## config.mk

```make
export PLATFORM = sky130hd
export DESIGN_NAME = lfsr_rng
export DESIGN_NICKNAME = d
export VERILOG_FILES = /design/src/rtl/lfsr_rng.sv
export SDC_FILE = /design/constraint.sdc
export NUM_CORES = 1
export LEC_CHECK = 0
export CAP_MARGIN = 5
export CORE_MARGIN = 4
export CORE_UTILIZATION = 52
export DETAILED_ROUTE_END_ITERATION = 8
export PLACE_DENSITY = 0.86
export SYNTH_ARGS = -nofsm -noshare
export SYNTH_HDL_FRONTEND = slang
export SYNTH_SLANG_ARGS = --single-unit
export TNS_END_PERCENT = 20
```

## constraint.sdc

```tcl
create_clock -name clk -period 1.81 [get_ports clk]
set_input_delay 0.4525 -clock clk [delete_from_list [all_inputs] [get_ports clk]]
set_output_delay 0.4525 -clock clk [all_outputs]
set_load 0.005 [all_outputs]
```

## src/rtl/lfsr_rng.sv

```systemverilog
// Memory-mapped Fibonacci LFSR random source for the 6502 I/O space.
// Supports a seedable state, free-run or single-step advance, and coherent multi-byte reads through a snapshot.
// Note: the read-data port is named dout because "do" is a reserved word in SystemVerilog.
module lfsr_rng #(
  parameter int          WIDTH        = 16,
  parameter logic [31:0] TAPS         = 32'h0000_B400,
  parameter logic [31:0] DEFAULT_SEED = 32'h0000_BABE
) (
  input  logic       clk,
  input  logic       reset,
  input  logic       cs,
  input  logic       we,
  input  logic [2:0] addr,
  input  logic [7:0] di,
  output logic [7:0] dout
);

  localparam int             NBYTES    = WIDTH / 8;
  localparam logic [WIDTH-1:0] TAP_MASK  = TAPS[WIDTH-1:0];
  localparam logic [WIDTH-1:0] SEED_INIT = DEFAULT_SEED[WIDTH-1:0];

  logic [WIDTH-1:0] state_reg, state_next;
  logic [WIDTH-1:0] origin_reg, origin_next;
  logic [WIDTH-1:0] seed_reg, seed_next;
  logic             run_reg, run_next;
  logic             zrej_reg, zrej_next;
  logic             wrap_reg, wrap_next;

  logic             ctrl_wr, status_rd, snap_rd;
  logic             reseed, advance, fb;
  logic [WIDTH-1:0] shifted;
  logic [7:0]       data_byte [NBYTES];

  assign ctrl_wr   = cs &  we & (addr == 3'd4);
  assign status_rd = cs & ~we & (addr == 3'd5);
  assign snap_rd   = cs & ~we & (addr == 3'd0);
  assign reseed    = ctrl_wr & di[2];
  assign advance   = ~reseed & (run_reg | (ctrl_wr & di[1]));
  assign fb        = ^(state_reg & TAP_MASK);
  assign shifted   = {state_reg[WIDTH-2:0], fb};

  genvar gi;
  generate
    for (gi = 0; gi < NBYTES; gi++) begin : g_byte
      assign seed_next[gi*8 +: 8] = (cs && we && addr == 3'(gi)) ? di : seed_reg[gi*8 +: 8];

      // Byte 0 always reads live; higher bytes read the copy taken at the last byte-0 read.
      if (gi == 0) begin : g_live
        assign data_byte[gi] = state_reg[7:0];
      end else begin : g_snap
        logic [7:0] snap_reg;
        always_ff @(posedge clk or posedge reset) begin
          if (reset) begin
            snap_reg <= 8'h00;
          end else if (snap_rd) begin
            snap_reg <= state_reg[gi*8 +: 8];
          end
        end
        assign data_byte[gi] = snap_reg;
      end
    end
  endgenerate

  always_comb begin
    state_next  = state_reg;
    origin_next = origin_reg;
    run_next    = ctrl_wr ? di[0] : run_reg;
    zrej_next   = zrej_reg & ~status_rd;
    wrap_next   = wrap_reg & ~status_rd;
    // The seed source is the staged value from before this edge.
    if (reseed) begin
      if (seed_reg == '0) begin
        state_next  = SEED_INIT;
        origin_next = SEED_INIT;
        zrej_next   = 1'b1;
      end else begin
        state_next  = seed_reg;
        origin_next = seed_reg;
      end
    end else if (advance) begin
      state_next = shifted;
      if (shifted == origin_reg) begin
        wrap_next = 1'b1;
      end
    end
  end

  always_ff @(posedge clk or posedge reset) begin
    if (reset) begin
      state_reg  <= SEED_INIT;
      origin_reg <= SEED_INIT;
      seed_reg   <= '0;
      run_reg    <= 1'b0;
      zrej_reg   <= 1'b0;
      wrap_reg   <= 1'b0;
    end else begin
      state_reg  <= state_next;
      origin_reg <= origin_next;
      seed_reg   <= seed_next;
      run_reg    <= run_next;
      zrej_reg   <= zrej_next;
      wrap_reg   <= wrap_next;
    end
  end

  always_comb begin
    dout = 8'h00;
    case (addr)
      3'd4: dout = {7'd0, run_reg};
      3'd5: dout = {5'd0, wrap_reg, zrej_reg, run_reg};
      default: begin
        for (int i = 0; i < NBYTES; i++) begin
          if (addr == 3'(i)) begin
            dout = data_byte[i];
          end
        end
      end
    endcase
  end

endmodule
```

==> out/metrics.csv, run 1 <==
stage;metric;value;unit
status;status;finished with violations;
status;failing checks;setup timing;
sta;Worst Skew;0.009964;ns
die;Die Y;80.99;um
logic_synthesis;Seq/Total Area, Yosys;0.5429;
sta;slew at the pin with the worst max-slew slack;0.3917;ns
placement;placed instance count;335;
logic_synthesis;number of synthesized flops with an enable pin;0;
logic_synthesis;Synth Register Bits;59;
logic_synthesis;Net Count, Synth;244;
routing;Wirelength per Cell;17.96;um
sta;Slew Limit Headroom;0.7383;
layout;Post-Layout Cell Count;356;
die;site row count;26;
routing;drt total wl;6.392;mm
sta;fin crit share;1.000;
sta;Final WS setup;-0.0006610;ns
power;power per cell area;1351;mW/mm^2
die;I/O Pins;23;
critical_path;Worst setup EP type;flip-flop;
critical_path;CP Data Required Time;2.03;ns
logic_synthesis;Area contributors post-synth;dfrtp_1, dfstp_2, mux2_2;
logic_synthesis;Post-synth top flop;dfrtp_1;
logic_synthesis;unique cell type count in the Yosys netlist;33;
clocking;total CTS buffers;9;
grt;pin count of the biggest net entering global routing;21;
sta;worst hold margin;0.4585;ns
grt;Total GRT Usage;0.2167;
critical_path;Arrival @ worst endpoint;2.03;ns
grt;total gr overflow;0;
logic_synthesis;post-synthesis cell count;229;
placement;routability cong.;0.8070;
sta;# setup viols final;1;
layout;utilization after layout;0.6804;
layout;Syn-to-layout area delta;26.24;%
logic_synthesis;Yosys warning total;0;
die;Initial Util;0.5389;
run;max-cap viol count;0;
grt;initial antenna violation count;0;
critical_path;nature of the critical path startpoint;input pin;
sta;final slew viol count;0;
placement;IO buf count;22;
logic_synthesis;leading area contributor after synthesis;dfrtp_1;
logic_synthesis;Avg Cell Area, Syn;12.10;sq um
clocking;Max Root-Sink Buffers;2;
placement;dpl ws;-0.6984;ns
layout;NumNets Final;296;
die;core area;0.005140;sq mm
routing;Initial DRC Count;151;
logic_synthesis;synthesized area;0.002770;sq mm
layout;multi-input logic area;0.001189;sq mm
sta;fin crit period;1.811;ns
critical_path;critical path type;in -> reg;
routing;via count;2023;
power;Leak;0.001646;uW
clocking;clk root buf;clkbuf_8;
layout;number of fill cells;387;
clocking;clk sink count;59;
die;die footprint;0.006559;sq mm
clocking;H-tree Lvls;3;
grt;first-pass GRT wire length;10.49;mm
die;Die X;80.99;um
routing;Pre-antenna DRT Iters;4;
clocking;CTS tree;done;
routing;Detail Route Antenna Nets;0;
power;Worst VDD drop;0.7166;mV
layout;share of cells above drive strength 1;0.3951;
critical_path;critical path peak fanout;8;
logic_synthesis;post-synthesis async set-or-reset flop share;1.000;
clocking;clk_lat worst skew;0.34;ns
routing;DRC;0;
clocking;hold_buf cts;0;
grt;vias in the first global route;2117;
layout;n_diodes;0;
routing;vias per cell;5.683;
hold_path;Hold WC Path Type;in -> async;
logic_synthesis;share of the synthesized area in the top cell type;0.3342;
sta;fmax;0.5523;GHz
clocking;clk slew on worst S/H paths;0.07;ns
sta;final hold vios;0;
layout;sequential cell area;0.001504;sq mm
sta;RSZ-0062 raised after global routing;yes;
placement;hpwl dp;4.698;mm
-- cells in the mapped netlist (2+ instances only) --
cell type  instances
buf_2              4
inv_1             12
nand3_1            2
clkbuf_1           5
xnor2_1           18
dfstp_2           22
a221o_1           15
mux2_2            25
a31oi_1            2
dfrtp_1           37
a21o_1            15
o21ai_0            2
nand2_1            6
nor2_1            13
nor4_1             5
and2_1             4
mux2i_1            9
a21oi_1           13
nand4_1            6
-- placed cells by master, fill, tap and decap left out, types with 9 or more instances in the layout --
cell type        count
a21oi_1             13
a221o_1             15
clkdlybuf4s50_1     11
a21o_1              15
inv_1               11
clkbuf_8             9
mux2_2              25
xnor2_1             18
dfstp_2             22
buf_4               26
dfrtp_1             37
nor2_1              10
-- metrics by stage --
stage	setup TNS, ns	area [sq um]	total power (uW)
after global placement	-29.34	3253	3354
after floorplan	0	2774	2919
after global routing	-0.2115	3497	4981
after CTS	0	3470	4728
final	-0.0006610	3497	4725
after detailed placement	-32.18	3253	3415
-- final timing paths --
| kind | from | to | slack, ns | depth (start not counted) |
|---|---|---|---|---|
| max in group asynchronous | reset | origin_reg[13] | 0.83 | 3 |
| min reg2reg | origin_reg[6] | origin_reg[6] | 0.51 | 1 |
| min | reset | wrap_reg | 0.46 | 2 |
| max | addr[1] | g_byte[1].g_snap.snap_reg[3] | -0.0007 | 8 |
| max reg2reg | seed_reg[9] | state_reg[4] | 0.29 | 5 |
| min in group clk | origin_reg[6] | origin_reg[6] | 0.51 | 1 |
-- logic make-up after synthesis --
family / after synthesis / share of synthesized area
buffers and inverters: 24 / 0.03839
and+or+nand+nor: 43 / 0.08763
xor gates and xnor gates: 19 / 0.06007
AOI/OAI and AO/OA: 50 / 0.1369
muxes: 34 / 0.1341
DFF: 59 / 0.5429
-- power by group --
part	switching, uW	internal (uW)	total (uW)
clock network	526	777	1300
registers	373	1800	2180
logic	518	727	1240
-- metal layers --
metal / vias to the layer above / global-route usage / share of wire
met4: 0 / 0.08953 / 0.020
met3: 13 / 0.05654 / 0.047
met1: 1002 / 0.2766 / 0.44
met5: - / 0 / 0
li1: 936 / - / -
met2: 72 / 0.3506 / 0.49
-- critical path: stages --
cell	delay, ns
dlygate4sd2_1	0.25
or2_4	0.26
buf_6	0.13
buf_4	0.12
nor2_1	0.26
nand2_1	0.10
buf_4	0.18
mux2_2	0.28
-- area by class of cell --
type                    instances  area share
multi-input cells             146      0.3399
flip-flops and latches         59      0.4301
clock buffers                  10     0.03649
inverters                      12     0.01395
well taps                      70     0.02504
repair buffers                 53      0.1288
clock inverters                 6     0.02576
-- what timing repair did --
item | in CTS | in global routing
resized for setup | 41 | 6
pin swaps | 4 | 4
setup endpoints to repair | 58 | 26
setup buffers | 2 | 3
Power figures use the tool's default switching activity.
==> run 2, diff against run 1 <==
--- a/config.mk
+++ b/config.mk
@@ -9,7 +9,7 @@
 export CORE_MARGIN = 4
 export CORE_UTILIZATION = 52
 export DETAILED_ROUTE_END_ITERATION = 8
-export PLACE_DENSITY = 0.86
+export PLACE_DENSITY = 0.78
 export SYNTH_ARGS = -nofsm -noshare
 export SYNTH_HDL_FRONTEND = slang
 export SYNTH_SLANG_ARGS = --single-unit
==> run 2 against run 1 <==
Compared with the run above: the flow now finishes without violations; non-clock buffer count down 2; utilization shrank 0.56 points; hold slack improved by 0.043 ns; fmax up 1.7%; critical path depth down 2; global-route usage down 0.61 points; count of clock-buffer cells in the layout did not move; via count shrank 1.7%; largest power group unchanged; critical path type is now in -> out; combinational power is essentially flat; sequential share of layout area grew 0.36 points; highest routed layer unchanged.
==> out/metrics.csv, run 2 (synthesized netlist as in run 1, its figures left out) <==
stage;metric;value;unit;change
die;site row count;26;;unchanged
sta;final hold vios;0;;unchanged
grt;Total GRT Usage;0.2107;;was 0.2167
clocking;hold_buf cts;0;;unchanged
sta;Worst Skew;0.007739;ns;was 0.009964 ns
critical_path;critical path type;in -> out;;was in -> reg
layout;commonest cells after routing, fill and taps aside;dfrtp_1, mux2_2, dfstp_2;;was dfrtp_1, buf_4, mux2_2
layout;NumNets Final;294;;was 296
sta;worst hold margin;0.5015;ns;was 0.4585 ns
critical_path;Arrival @ worst endpoint;1.33;ns;was 2.03 ns
die;Die Y;80.99;um;unchanged
grt;first-pass GRT wire length;10.21;mm;was 10.49 mm
routing;Initial DRC Count;189;;was 151
sta;# setup viols final;0;;was 1
clocking;Max Root-Sink Buffers;2;;unchanged
sta;fin crit period;1.780;ns;was 1.811 ns
placement;placed instance count;332;;was 335
power;cell-internal power;3018;uW;was 3308 uW
grt;initial antenna violation count;0;;unchanged
hold_path;hold path startpoint;origin_reg[10];;
clocking;total CTS buffers;9;;unchanged
placement;IO buf count;22;;unchanged
routing;Detail Route Antenna Nets;0;;unchanged
critical_path;Worst setup EP type;primary output;;was flip-flop
hold_path;Hold WC Path Type;reg -> reg;;was in -> async
die;Die X;80.99;um;unchanged
placement;hpwl dp;4.400;mm;was 4.698 mm
critical_path;r2r worst-path depth;5;;unchanged
grt;vias in the first global route;2030;;was 2117
power;Switch Pwr;1367;uW;was 1417 uW
routing;via count;1989;;was 2023
layout;share of cells above drive strength 1;0.4049;;was 0.3951
status;status;finished, final reports clean;;was finished with violations
critical_path;critical path peak fanout;6;;was 8
placement;routability cong.;0.8561;;was 0.8070
clocking;clk_lat worst skew;0.34;ns;about the same
die;core area;0.005140;sq mm;unchanged
critical_path;R2R Setup Slk;0.20;ns;was 0.29 ns
run;max-cap viol count;0;;unchanged
die;die footprint;0.006559;sq mm;unchanged
die;Initial Util;0.5389;;unchanged
sta;fmax;0.5619;GHz;was 0.5523 GHz
sta;slew at the pin with the worst max-slew slack;0.3655;ns;was 0.3917 ns
clocking;CTS tree;done;;unchanged
hold_path;WHS Endpoint;origin_reg[10];;
power;Leak;0.001611;uW;was 0.001646 uW
grt;pin count of the biggest net entering global routing;60;;was 21
critical_path;CP Data Required Time;1.36;ns;was 2.03 ns
sta;fin crit share;0.9833;;was 1.000
clocking;H-tree Lvls;3;;unchanged
power;Sw Ratio;0.3118;;was 0.2999
critical_path;nature of the critical path startpoint;input pin;;unchanged
clocking;clk slew on worst S/H paths;0.06;ns;was 0.07 ns
sta;Final WS setup;0.03022;ns;was -0.0006610 ns
sta;Slew Limit Headroom;0.7541;;was 0.7383
routing;Pre-antenna DRT Iters;4;;unchanged
routing;Wirelength per Cell;17.18;um;was 17.96 um
routing;DRC;0;;unchanged
power;clock share of power;0.224;;was 0.276
sta;setup_tns;0;ns;was -0.0006610 ns
routing;drt total wl;6.083;mm;was 6.392 mm
die;I/O Pins;23;;unchanged
sta;RSZ-0062 raised after global routing;yes;;unchanged
routing;vias per cell;5.619;;was 5.683
layout;most common cell after layout, fill and taps aside;dfrtp_1;;unchanged
power;Worst VDD drop;0.7524;mV;was 0.7166 mV
clocking;clk sink count;59;;unchanged
power;Seq pwr share;0.492;;was 0.461
hold_path;hold path depth;1;;
layout;Syn-to-layout area delta;25.20;%;was 26.24%
grt;total gr overflow;0;;unchanged
layout;Post-Layout Cell Count;354;;was 356
power;Comb pwr share;0.284;;was 0.263
critical_path;FF-to-FF Start;state_reg[7];;was seed_reg[9]
critical_path;worst r2r dst;wrap_reg;;was state_reg[4]
power;power per cell area;1264;mW/mm^2;was 1351 mW/mm^2
clocking;clk root buf;clkbuf_8;;unchanged
layout;n_diodes;0;;unchanged
placement;dpl ws;-0.6425;ns;was -0.6984 ns
sta;final slew viol count;0;;unchanged
power;Power Total;4385;uW;was 4725 uW
-- run 2: cell types whose count changed in the layout (fill, tap and decap cells not counted), moves of 2 or more --
| cell | delta |
|---|---|
| buf_4 | -5 |
| clkinv_2 | +4 |
| nor2_4 | +3 |
| a21oi_1 | -2 |
| a21oi_2 | +2 |
| bufinv_16 | -2 |
| clkbuf_2 | -2 |
| clkdlybuf4s15_2 | +2 |
| clkinv_4 | -2 |
| nor2_1 | -2 |
-- run 2: layout make-up --
| class | count | area [sq um] |
|---|---|---|
| fill | 406 | 1672 |
| sequential | 59 | 1504 |
| multi-input combinational | 146 | 1205 |
| timing repair buffer | 51 | 462.9 |
| clock buffer | 10 | 127.6 |
| tap | 70 | 87.58 |
| inverter | 12 | 48.80 |
| clock inverter | 6 | 32.53 |
-- run 2: what timing repair did --
item	4_1_cts	5_1_grt
endpoints found under the setup margin	57	9
gates resized for setup	50	4
pin swaps	12	4
cloned	1	0
buffers inserted	5	0
-- run 2: layer usage --
metal,GRT usage,vias to the layer above,share of wire
met5,0,-,0
met4,0.05574,0,0.011
met3,0.06430,6,0.045
met2,0.3448,48,0.50
met1,0.2729,1000,0.45
li1,-,935,-
-- run 2: per-stage QoR --
| step | instance area [sq um] | utilization |
|---|---|---|
| after floorplan | 2774 | - |
| after global placement | 3243 | 0.6310 |
| after detailed placement | 3243 | 0.6310 |
| after CTS | 3456 | 0.6723 |
| after global routing | 3468 | 0.6748 |
| final | 3468 | 0.6748 |
-- run 2: worst max path at each step --
stage / from / end / slack, ns / depth (start not counted)
after global routing: state_reg[1] / dout[1] / -0.05 / 5
after detailed placement: addr[0] / dout[6] / -0.64 / 6
after CTS: addr[0] / dout[2] / 0.02 / 8
final: addr[0] / dout[5] / 0.03 / 6
after floorplan: addr[0] / state_reg[14] / 0.07 / 6
after global placement: addr[0] / dout[5] / -0.59 / 6
-- run 2: worst max-delay path: stages --
cell and delay, ns:
buf_2 0.09, buf_6 0.12, buf_12 0.12, mux2i_2 0.26
nor2_4 0.06, clkdlybuf4s15_2 0.21
-- run 2: power groups by stage --
stage / registers (uW) / clock network, uW / logic [uW]
finish: 2160 / 983 / 1240
global route: 2220 / 1070 / 1360
CTS: 2150 / 1010 / 1250
detailed placement: 2190 / 0 / 1180
global placement: 2160 / 0 / 1150
floorplan: 2070 / 0 / 851
==> run 3, diff against run 2 <==
--- a/config.mk
+++ b/config.mk
@@ -10,6 +10,7 @@
 export CORE_UTILIZATION = 52
 export DETAILED_ROUTE_END_ITERATION = 8
 export PLACE_DENSITY = 0.78
+export RECOVER_POWER = 25
 export SYNTH_ARGS = -nofsm -noshare
 export SYNTH_HDL_FRONTEND = slang
 export SYNTH_SLANG_ARGS = --single-unit
==> run 3 against run 2 <==
Compared with the run above: non-clock buffer count stayed put; sequential power hardly changed; sequential share of layout area is 0.16 points higher; critical path type unchanged.
==> out/metrics.csv, run 3 (synthesized netlist as in run 1, its figures left out) <==
stage;metric;value;unit;change
power;Switch Pwr;1367;uW;about the same
power;clock share of power;0.225;;was 0.224
placement;IO buf count;22;;unchanged
critical_path;CP top delay family;buffers and inverters;;unchanged
clocking;H-tree Lvls;3;;unchanged
placement;DP Area;0.003243;sq mm;unchanged
layout;share of cells above drive strength 1;0.4049;;unchanged
sta;Worst Skew;0.007389;ns;was 0.007739 ns
hold_path;Hold WC Path Type;reg -> reg;;unchanged
die;core area;0.005140;sq mm;unchanged
sta;fmax;0.5619;GHz;about the same
routing;DRC;0;;unchanged
placement;hpwl dp;4.400;mm;unchanged
clocking;CTS tree;done;;unchanged
clocking;clk root buf;clkbuf_8;;unchanged
sta;RSZ-0062 raised after global routing;yes;;unchanged
sta;setup_tns;0;ns;unchanged
routing;Detail Route Antenna Nets;0;;unchanged
grt;vias in the first global route;2030;;unchanged
layout;Finished Cell Area;0.003456;sq mm;was 0.003468 sq mm
critical_path;Arrival @ worst endpoint;1.33;ns;about the same
sta;final slew viol count;0;;unchanged
sta;fin crit period;1.780;ns;about the same
routing;vias per cell;5.686;;was 5.619
layout;NumNets Final;294;;unchanged
layout;number of fill cells;406;;unchanged
critical_path;R2R Setup Slk;0.18;ns;was 0.20 ns
die;Die Y;80.99;um;unchanged
power;Sw Ratio;0.3120;;was 0.3118
power;Leak;0.001606;uW;was 0.001611 uW
routing;drt total wl;6.085;mm;was 6.083 mm
layout;Syn-to-layout area delta;24.75;%;was 25.20%
sta;final hold vios;0;;unchanged
grt;total gr overflow;0;;unchanged
die;Die X;80.99;um;unchanged
power;Comb pwr share;0.283;;was 0.284
critical_path;CP Data Required Time;1.36;ns;about the same
critical_path;crit-path cells;buf_2 > buf_6 > buf_12 > mux2i_2 > nor2_4 > clkdlybuf4s15_2;;unchanged
clocking;clk_lat worst skew;0.34;ns;about the same
grt;Top Usage Layer GRT;met2;;unchanged
routing;Initial DRC Count;179;;was 189
clocking;total CTS buffers;9;;unchanged
layout;n_diodes;0;;unchanged
power;Worst VDD drop;0.7505;mV;was 0.7524 mV
grt;met3 usage;0.06430;;unchanged
clocking;hold_buf cts;0;;unchanged
die;die footprint;0.006559;sq mm;unchanged
grt;met2 Use GR;0.3448;;unchanged
grt;M1 GR Usage;0.2729;;unchanged
clocking;clk sink count;59;;unchanged
critical_path;Critical-path top delay cell;mux2i_2;;unchanged
placement;routability cong.;0.8561;;unchanged
run;max-cap viol count;0;;unchanged
sta;worst hold margin;0.5017;ns;was 0.5015 ns
layout;Post-Layout Cell Count;354;;unchanged
critical_path;buffer and inverter count on the worst path;4;;unchanged
die;site row count;26;;unchanged
die;I/O Pins;23;;unchanged
routing;via count;2013;;was 1989
sta;Slew Limit Headroom;0.4891;;was 0.7541
power;power per cell area;1268;mW/mm^2;was 1264 mW/mm^2
grt;pin count of the biggest net entering global routing;60;;unchanged
routing;Wirelength per Cell;17.19;um;was 17.18 um
clocking;clk slew on worst S/H paths;0.06;ns;about the same
status;status;finished, final reports clean;;unchanged
critical_path;critical path type;in -> out;;unchanged
sta;slew at the pin with the worst max-slew slack;0.7664;ns;was 0.3655 ns
grt;initial antenna violation count;0;;unchanged
critical_path;critical path peak fanout;6;;unchanged
sta;# setup viols final;0;;unchanged
critical_path;slowest stage delay, CP;0.26;ns;about the same
critical_path;nature of the critical path startpoint;input pin;;unchanged
critical_path;Worst setup EP type;primary output;;unchanged
grt;Total GRT Usage;0.2107;;unchanged
clocking;Max Root-Sink Buffers;2;;unchanged
power;cell-internal power;3014;uW;was 3018 uW
sta;fin crit share;0.9833;;about the same
layout;most common cell after layout, fill and taps aside;dfrtp_1;;unchanged
grt;first-pass GRT wire length;10.21;mm;unchanged
routing;Pre-antenna DRT Iters;5;;was 4
power;Seq pwr share;0.492;;about the same
die;Initial Util;0.5389;;unchanged
layout;commonest cells after routing, fill and taps aside;dfrtp_1, mux2_2, dfstp_2;;unchanged
placement;placed instance count;332;;unchanged
[run 3: cell count changes in the layout (fill, tap and decap cells not counted)]
| cell | delta |
|---|---|
| clkdlybuf4s50_1 | -1 |
| clkbuf_4 | +1 |
| buf_12 | -1 |
| dlygate4sd3_1 | +1 |
[run 3: metrics by stage]
stage / power (uW) / setup slack, ns / utilization
after floorplan: 2919 / 0.06666 / -
after global placement: 3315 / -0.5853 / 0.6310
after detailed placement: 3363 / -0.6425 / 0.6310
after CTS: 4412 / 0.02089 / 0.6723
final: 4381 / 0.03028 / 0.6723
after global routing: 4649 / -0.05207 / 0.6723
[run 3: final cells by class]
type	count	area, sq um	share of cell area
Timing Repair Buffer	51	450.4	0.1303
Clock inverter	6	32.53	0.009413
Sequential cell	59	1504	0.4352
Inverter	12	48.80	0.01412
Multi-Input combinational cell	146	1205	0.3487
Clock buffer	10	127.6	0.03693
Tap cell	70	87.58	0.02534
[run 3: worst register-to-register path: stages, from the launching register on]
cell and delay (ns):
dfstp_2 0.55, buf_4 0.13, xnor2_1 0.13, nand4_1 0.13, nor4_1 0.40, a32o_1 0.23
[run 3: per-layer routing]
metal	wire length [um]	vias to the layer above
met1	2675	1007
met3	333	6
met2	3012	63
met5	0	-
met4	64	0
li1	-	937
[run 3: power by group through the flow]
stage,Sequential [uW],Clock (uW),Combinational [uW]
after floorplan,2070,0,851
after global placement,2160,0,1150
after detailed placement,2190,0,1180
after CTS,2150,1010,1250
after global routing,2220,1070,1360
final,2160,984,1240
[run 3: path summary, 6_finish.rpt]
path,from,to,depth (start not counted)
min in group asynchronous,reset,run_reg,3
setup / recovery,addr[0],dout[5],6
hold reg to reg,origin_reg[10],origin_reg[10],1
hold / removal,origin_reg[10],origin_reg[10],1
setup reg to reg,state_reg[7],wrap_reg,5
max in group asynchronous,reset,seed_reg[7],3
[run 3: what timing repair did]
item | CTS | global route
cloned | 1 | 0
setup endpoints to repair | 57 | 9
pin swaps | 12 | 4
resized for setup | 50 | 4
buffers inserted | 5 | 0
